File: config.mk
export PLATFORM = sky130hd
export DESIGN_NAME = sdlx_decode_control
export DESIGN_NICKNAME = d
export VERILOG_FILES = /design/src/rtl/sdlx_decode_control.sv
export SDC_FILE = /design/constraint.sdc
export NUM_CORES = 1
export LEC_CHECK = 0
export CAP_MARGIN = 20
export CORE_AREA = 2 2 82 84
export CTS_CLUSTER_DIAMETER = 120
export DETAILED_ROUTE_END_ITERATION = 8
export DIE_AREA = 0 0 84 86
export PLACE_DENSITY = 0.79
export REMOVE_ABC_BUFFERS = 1
export SYNTH_ARGS = -nofsm -noshare
export SYNTH_HDL_FRONTEND = slang
export SYNTH_SLANG_ARGS = --single-unit
File: constraint.sdc
create_clock -name clk -period 2.4 [get_ports clk]
set_input_delay 0.36 -clock clk [delete_from_list [all_inputs] [get_ports clk]]
set_output_delay 0.36 -clock clk [all_outputs]
set_load 0.01 [all_outputs]
File: src/rtl/sdlx_decode_control.sv
// SDLX decode/control FSM: accepts one instruction per valid/ready handshake,
// decodes the R/I/J formats and sequences DECODE -> EXEC -> MEM -> WB,
// driving register-file addresses, ALU controls, memory strobes and PC redirect.
module sdlx_decode_control #(
    parameter int          ALU_OP_W = 3,
    parameter logic [5:0]  HALT_OPC = 6'h3F
) (
    input  logic                clk,
    input  logic                reset,
    input  logic [31:0]         instr,
    input  logic                instr_valid,
    output logic                instr_ready,
    input  logic [31:0]         rs1_data,
    output logic [4:0]          readaddr1,
    output logic [4:0]          readaddr2,
    output logic [4:0]          writeaddr,
    output logic                reg_write,
    output logic [ALU_OP_W-1:0] alu_op,
    output logic                alu_src_imm,
    output logic [31:0]         imm,
    output logic                mem_read,
    output logic                mem_write,
    output logic                pc_load,
    output logic                halted,
    output logic                illegal
);

    localparam logic [ALU_OP_W-1:0] OP_ADD = ALU_OP_W'(0);
    localparam logic [ALU_OP_W-1:0] OP_SUB = ALU_OP_W'(1);
    localparam logic [ALU_OP_W-1:0] OP_AND = ALU_OP_W'(2);
    localparam logic [ALU_OP_W-1:0] OP_OR  = ALU_OP_W'(3);
    localparam logic [ALU_OP_W-1:0] OP_XOR = ALU_OP_W'(4);
    localparam logic [ALU_OP_W-1:0] OP_SLT = ALU_OP_W'(5);

    typedef enum logic [2:0] {
        S_IDLE, S_DECODE, S_EXEC, S_MEM, S_WB, S_HALTED
    } state_t;

    typedef enum logic [2:0] {
        K_BAD, K_ALU, K_LW, K_SW, K_BEQZ, K_BNEZ, K_J, K_HALT
    } kind_t;

    state_t              state, state_nxt;
    logic [31:0]         ir;          // latched instruction
    logic                illegal_q;
    kind_t               kind;
    logic [ALU_OP_W-1:0] op_dec;
    logic                is_imm;
    logic [4:0]          rd;
    logic [31:0]         imm_ext;
    logic [5:0]          opc;
    logic [5:0]          func;

    assign opc  = ir[31:26];
    assign func = ir[5:0];

    // Classify the latched instruction and derive ALU/immediate controls.
    always_comb begin
        // NOTE: every signal gets a default before the case so no path leaves it unassigned (no latch).
        kind    = K_BAD;
        op_dec  = OP_ADD;
        is_imm  = 1'b0;
        rd      = ir[20:16];
        imm_ext = {{16{ir[15]}}, ir[15:0]};
        if (opc == HALT_OPC) begin
            kind = K_HALT;
        end else begin
            unique case (opc)
                6'h00: begin
                    rd   = ir[15:11];
                    kind = K_ALU;
                    unique case (func)
                        6'h20:   op_dec = OP_ADD;
                        6'h22:   op_dec = OP_SUB;
                        6'h24:   op_dec = OP_AND;
                        6'h25:   op_dec = OP_OR;
                        6'h26:   op_dec = OP_XOR;
                        6'h2A:   op_dec = OP_SLT;
                        default: kind   = K_BAD;
                    endcase
                end
                6'h08: begin kind = K_ALU; is_imm = 1'b1; end
                6'h0C: begin
                    kind = K_ALU; is_imm = 1'b1; op_dec = OP_AND;
                    imm_ext = {16'h0000, ir[15:0]};
                end
                6'h0D: begin
                    kind = K_ALU; is_imm = 1'b1; op_dec = OP_OR;
                    imm_ext = {16'h0000, ir[15:0]};
                end
                6'h23:   begin kind = K_LW; is_imm = 1'b1; end
                6'h2B:   begin kind = K_SW; is_imm = 1'b1; end
                6'h04:   kind = K_BEQZ;
                6'h05:   kind = K_BNEZ;
                6'h02: begin
                    kind    = K_J;
                    imm_ext = {{6{ir[25]}}, ir[25:0]};
                end
                default: kind = K_BAD;
            endcase
        end
    end

    // State, latched instruction and sticky illegal flag.
    always_ff @(posedge clk) begin
        // NOTE: sequential state uses non-blocking assignments so all registers update together.
        if (reset) begin
            state     <= S_IDLE;
            ir        <= '0;
            illegal_q <= 1'b0;
        end else begin
            state <= state_nxt;
            if (state == S_IDLE && instr_valid) ir <= instr;
            if (state == S_DECODE && kind == K_BAD) illegal_q <= 1'b1;
        end
    end

    // Next-state and strobe generation; reset forces the idle output pattern
    // combinationally so an in-flight write or store never reaches the edge.
    always_comb begin
        state_nxt   = state;
        instr_ready = 1'b0;
        reg_write   = 1'b0;
        mem_read    = 1'b0;
        mem_write   = 1'b0;
        pc_load     = 1'b0;
        if (reset) begin
            state_nxt   = S_IDLE;
            instr_ready = 1'b1;
        end else begin
            unique case (state)
                S_IDLE: begin
                    instr_ready = 1'b1;
                    if (instr_valid) state_nxt = S_DECODE;
                end
                S_DECODE: begin
                    if (kind == K_BAD)       state_nxt = S_IDLE;
                    else if (kind == K_HALT) state_nxt = S_HALTED;
                    else                     state_nxt = S_EXEC;
                end
                S_EXEC: begin
                    state_nxt = S_IDLE;
                    unique case (kind)
                        K_BEQZ:      pc_load = (rs1_data == 32'd0);
                        K_BNEZ:      pc_load = (rs1_data != 32'd0);
                        K_J:         pc_load = 1'b1;
                        K_LW, K_SW:  state_nxt = S_MEM;
                        K_ALU:       state_nxt = S_WB;
                        default:     state_nxt = S_IDLE;
                    endcase
                end
                S_MEM: begin
                    if (kind == K_LW) begin
                        mem_read  = 1'b1;
                        state_nxt = S_WB;
                    end else begin
                        mem_write = 1'b1;
                        state_nxt = S_IDLE;
                    end
                end
                S_WB: begin
                    reg_write = (rd != 5'd0);
                    state_nxt = S_IDLE;
                end
                S_HALTED: state_nxt = S_HALTED;
                default:  state_nxt = S_IDLE;
            endcase
        end
    end

    assign readaddr1   = ir[25:21];
    assign readaddr2   = ir[20:16];
    assign writeaddr   = rd;
    assign alu_op      = op_dec;
    assign alu_src_imm = is_imm;
    assign imm         = imm_ext;
    assign halted      = (state == S_HALTED) && !reset;
    assign illegal     = illegal_q && !reset;

endmodule

==> flow_metrics.tcl <==
set metrics [dict create \
    outcome "finished with violations" \
    violations "setup timing" \
    gp_congestion 0.8164 \
    ys.flop_type "dfxtp_1" \
    cp-end-kind "primary output" \
    timing.final.crit_share 1.092 \
    async_reset_ff_frac 0 \
    vias 2433 \
    reg2regPathDepth 6 \
    dieArea_um2 7224 \
    cp.arrival_ns 2.26 \
    regArea_um2 724.4 \
    required_ns 2.04 \
    post-route-min-period_ns 2.620 \
    fin_total_pwr_mw 1.872 \
    overflow 0 \
    leakage_nw 1.514 \
    finalNetCount 477 \
    die_w_um 84 \
    yosysWarnings 0 \
    postRouteAntennaNets 0 \
    path_delay_family "simple AND/OR/NAND/NOR gates" \
    yosysSeqAreaShare 0.3347 \
    pin_count 125 \
    multi_input_area_um2 1227 \
    switching_share 0.2835 \
    path_buf_inv 1 \
    grt_setup_unrepaired "yes" \
    dp_hpwl_mm 5.003 \
    synth_area_leader_cell "dfxtp_1" \
    r2r_end "illegal_q$_SDFFE_PP0P_" \
    die_h_um 86 \
    fin_worst_skew_ns 0.003682 \
    max_stage_delay_ns 0.53 \
    hold_end "ir[6]$_SDFFE_PP0P_" \
    numCtsBuffers 5 \
    relSlewSlack 0.7446 \
    seq_power_share 0.361 \
    syn_area_um2 2153 \
    detail_route.wl_per_cell_um 14.46 \
    tns_ns -1.945 \
    grt_usage 0.1869 \
    maxCapViolCount 0 \
    fillers 539 \
    whs_path_depth 2 \
    htree_levels 2 \
    cts_tree "built" \
    reg2reg_from "ir[30]$_SDFFE_PP0P_" \
    ys_types 44 \
    grt_pass1_wl_mm 11.03 \
    path_common_cell "or4_4" \
    layout-drive-gt1-share 0.2652 \
    fin_ws_ns -0.2197 \
    grt_pass1_vias 2368 \
    ir_worst_vdd_uv 411.3 \
    max_freq_ghz 0.3817 \
    ys_seq_elements 36 \
    grt_max_degree 33 \
    n_antenna_cell 0 \
    p_comb_frac 0.359 \
    cts.sinks 36 \
    hold_violations 0 \
    io_buffers 124 \
    worst_pin_slew_ns 0.3796 \
    design.core.area_um2 6277 \
    startpoint_type "flip-flop" \
    crit_path_top_delay_cell "or4_4" \
    routed_wl_mm 7.057 \
    synth_area_leaders "dfxtp_1, nand2_1, buf_4, a21oi_1, a31o_2" \
    p_sw_uw 530.6 \
    critPathKind "flip-flop to primary output" \
    hold_buffers 0 \
    synth_area_per_cell_um2 7.503 \
    drc_errors 0 \
    regToRegSetupSlack_ns 0.28 \
    synth-edff-count 0 \
    drt_first_pass_iters 4 \
    syn_inst 287 \
    areaGrowthSynthToFinish_pct 74.32 \
    num_rows 29 \
    antenna_found_initial 0 \
    utilization 0.5980 \
    cellPowerDensity_nw_per_um2 498.6 \
    synth_top_area_frac 0.3347 \
    crit_chain "or4_4 -> or4_4 -> o21bai_4 -> a211o_1 -> a21oi_2 -> buf_2" \
    dp_slack_ns -0.4278 \
    drtIter0Drc 138 \
    hp-start "ir[6]$_SDFFE_PP0P_" \
    cts_buffer_depth 2 \
    cts_root_buffer "clkbuf_8" \
    clk_latency_ns 0.28 \
    start_util 0.3430 \
    path_max_fanout 2 \
    clkTransAtPathRegs_ns 0.07 \
    finalSetupViolations 25 \
    maxSlewViolCount 0 \
    clockPowerShare 0.280 \
    viasPerCell 4.986 \
    p_int_mw 1.341 \
    hold_path.class "flip-flop to flip-flop" \
]
==> layer usage <==
layer  share of wire  vias up  GRT usage
li1                -     1221          -
met3           0.090       11    0.06545
met2            0.49      105     0.3222
met4           0.014        0    0.05279
met1            0.41     1096     0.2212
met5               0        -          0
==> synth_stat cells (3+ instances only) <==
cell and number:
a21oi_1 40, a31o_2 10, and3_1 3, buf_4 32, clkbuf_1 18, dfxtp_1 36, inv_1 4, mux2_2 5
nand2_1 67, nand2b_1 3, nand4_1 4, nor2_1 11, nor3_1 6, nor4_1 10
==> sequential cells by signal (all words and copies together), names as in the netlist <==
| signal | flops |
|---|---|
| ir | 32 |
| state | 3 |
| illegal_q | 1 |
==> placed cells by master, fill, tap and decap left out, types with 3 or more instances in the layout <==
master,n
nor3_1,4
nand2_1,67
nor4_1,10
clkbuf_8,5
a21oi_1,38
buf_4,31
nor2_1,10
inv_1,4
a31o_2,5
clkbuf_2,4
dfxtp_1,33
a31o_4,5
dfxtp_2,3
nand2b_1,3
nand4_1,4
buf_6,27
and3_1,3
clkdlybuf4s50_1,98
mux2_4,5
buf_2,5
==> what timing repair did <==
action,CTS,global route
cloned,1,0
pin swaps,5,5
buffers inserted,3,7
resized for setup,99,56
endpoints found under the setup margin,26,28
==> through the flow <==
| step | instance area, µm² | instances | hold WS (ns) |
|---|---|---|---|
| after detailed placement | 3423 | 470 | 0.4469 |
| after global placement | 3423 | 470 | 0.4430 |
| after floorplan | 1846 | 237 | 0.4291 |
| after global routing | 3754 | 488 | 0.4773 |
| after CTS | 3545 | 482 | 0.4572 |
| final | 3754 | 488 | 0.4576 |
==> worst min-delay path: cells and delay by family, from the launching register on <==
| family | cells | cell delay [ns] |
|---|---|---|
| flops | 1 | 0.31 |
| compound gates | 1 | 0.05 |
| simple gates | 1 | 0.05 |
==> worst max path at each step <==
| stage | startpoint | end | slack, ns | depth (start not counted) |
|---|---|---|---|---|
| final | ir[30]$_SDFFE_PP0P_ | pc_load | -0.22 | 6 |
| after global routing | ir[30]$_SDFFE_PP0P_ | pc_load | -0.29 | 6 |
| after CTS | ir[30]$_SDFFE_PP0P_ | pc_load | -0.24 | 6 |
| after detailed placement | ir[26]$_SDFFE_PP0P_ | pc_load | -0.43 | 6 |
| after global placement | ir[26]$_SDFFE_PP0P_ | pc_load | -0.40 | 6 |
| after floorplan | ir[26]$_SDFFE_PP0P_ | pc_load | -0.03 | 5 |
==> kinds of logic after synthesis <==
family | count (synthesis) | synth area share
simple gates | 122 | 0.2731
compound gates | 68 | 0.2074
buf+inv | 54 | 0.1499
flops | 36 | 0.3347
mux | 6 | 0.03079
xor+xnor | 1 | 0.004068
==> cell type report <==
type,count,share of cell area
repair buffers,166,0.4217
inverters,4,0.004000
multi-input cells,197,0.3270
well taps,77,0.02567
clock buffers,6,0.01933
clock inverters,2,0.009333
flip-flops and latches,36,0.1930
==> power groups by stage <==
stage	registers (mW)	logic (mW)	clock network [mW]
after CTS	0.673	0.594	0.535
after detailed placement	0.686	0.566	0
after floorplan	0.704	0.195	0
after global placement	0.684	0.557	0
after global routing	0.681	0.723	0.556
final	0.676	0.672	0.525
No activity file was read; power rests on OpenSTA's default activity.
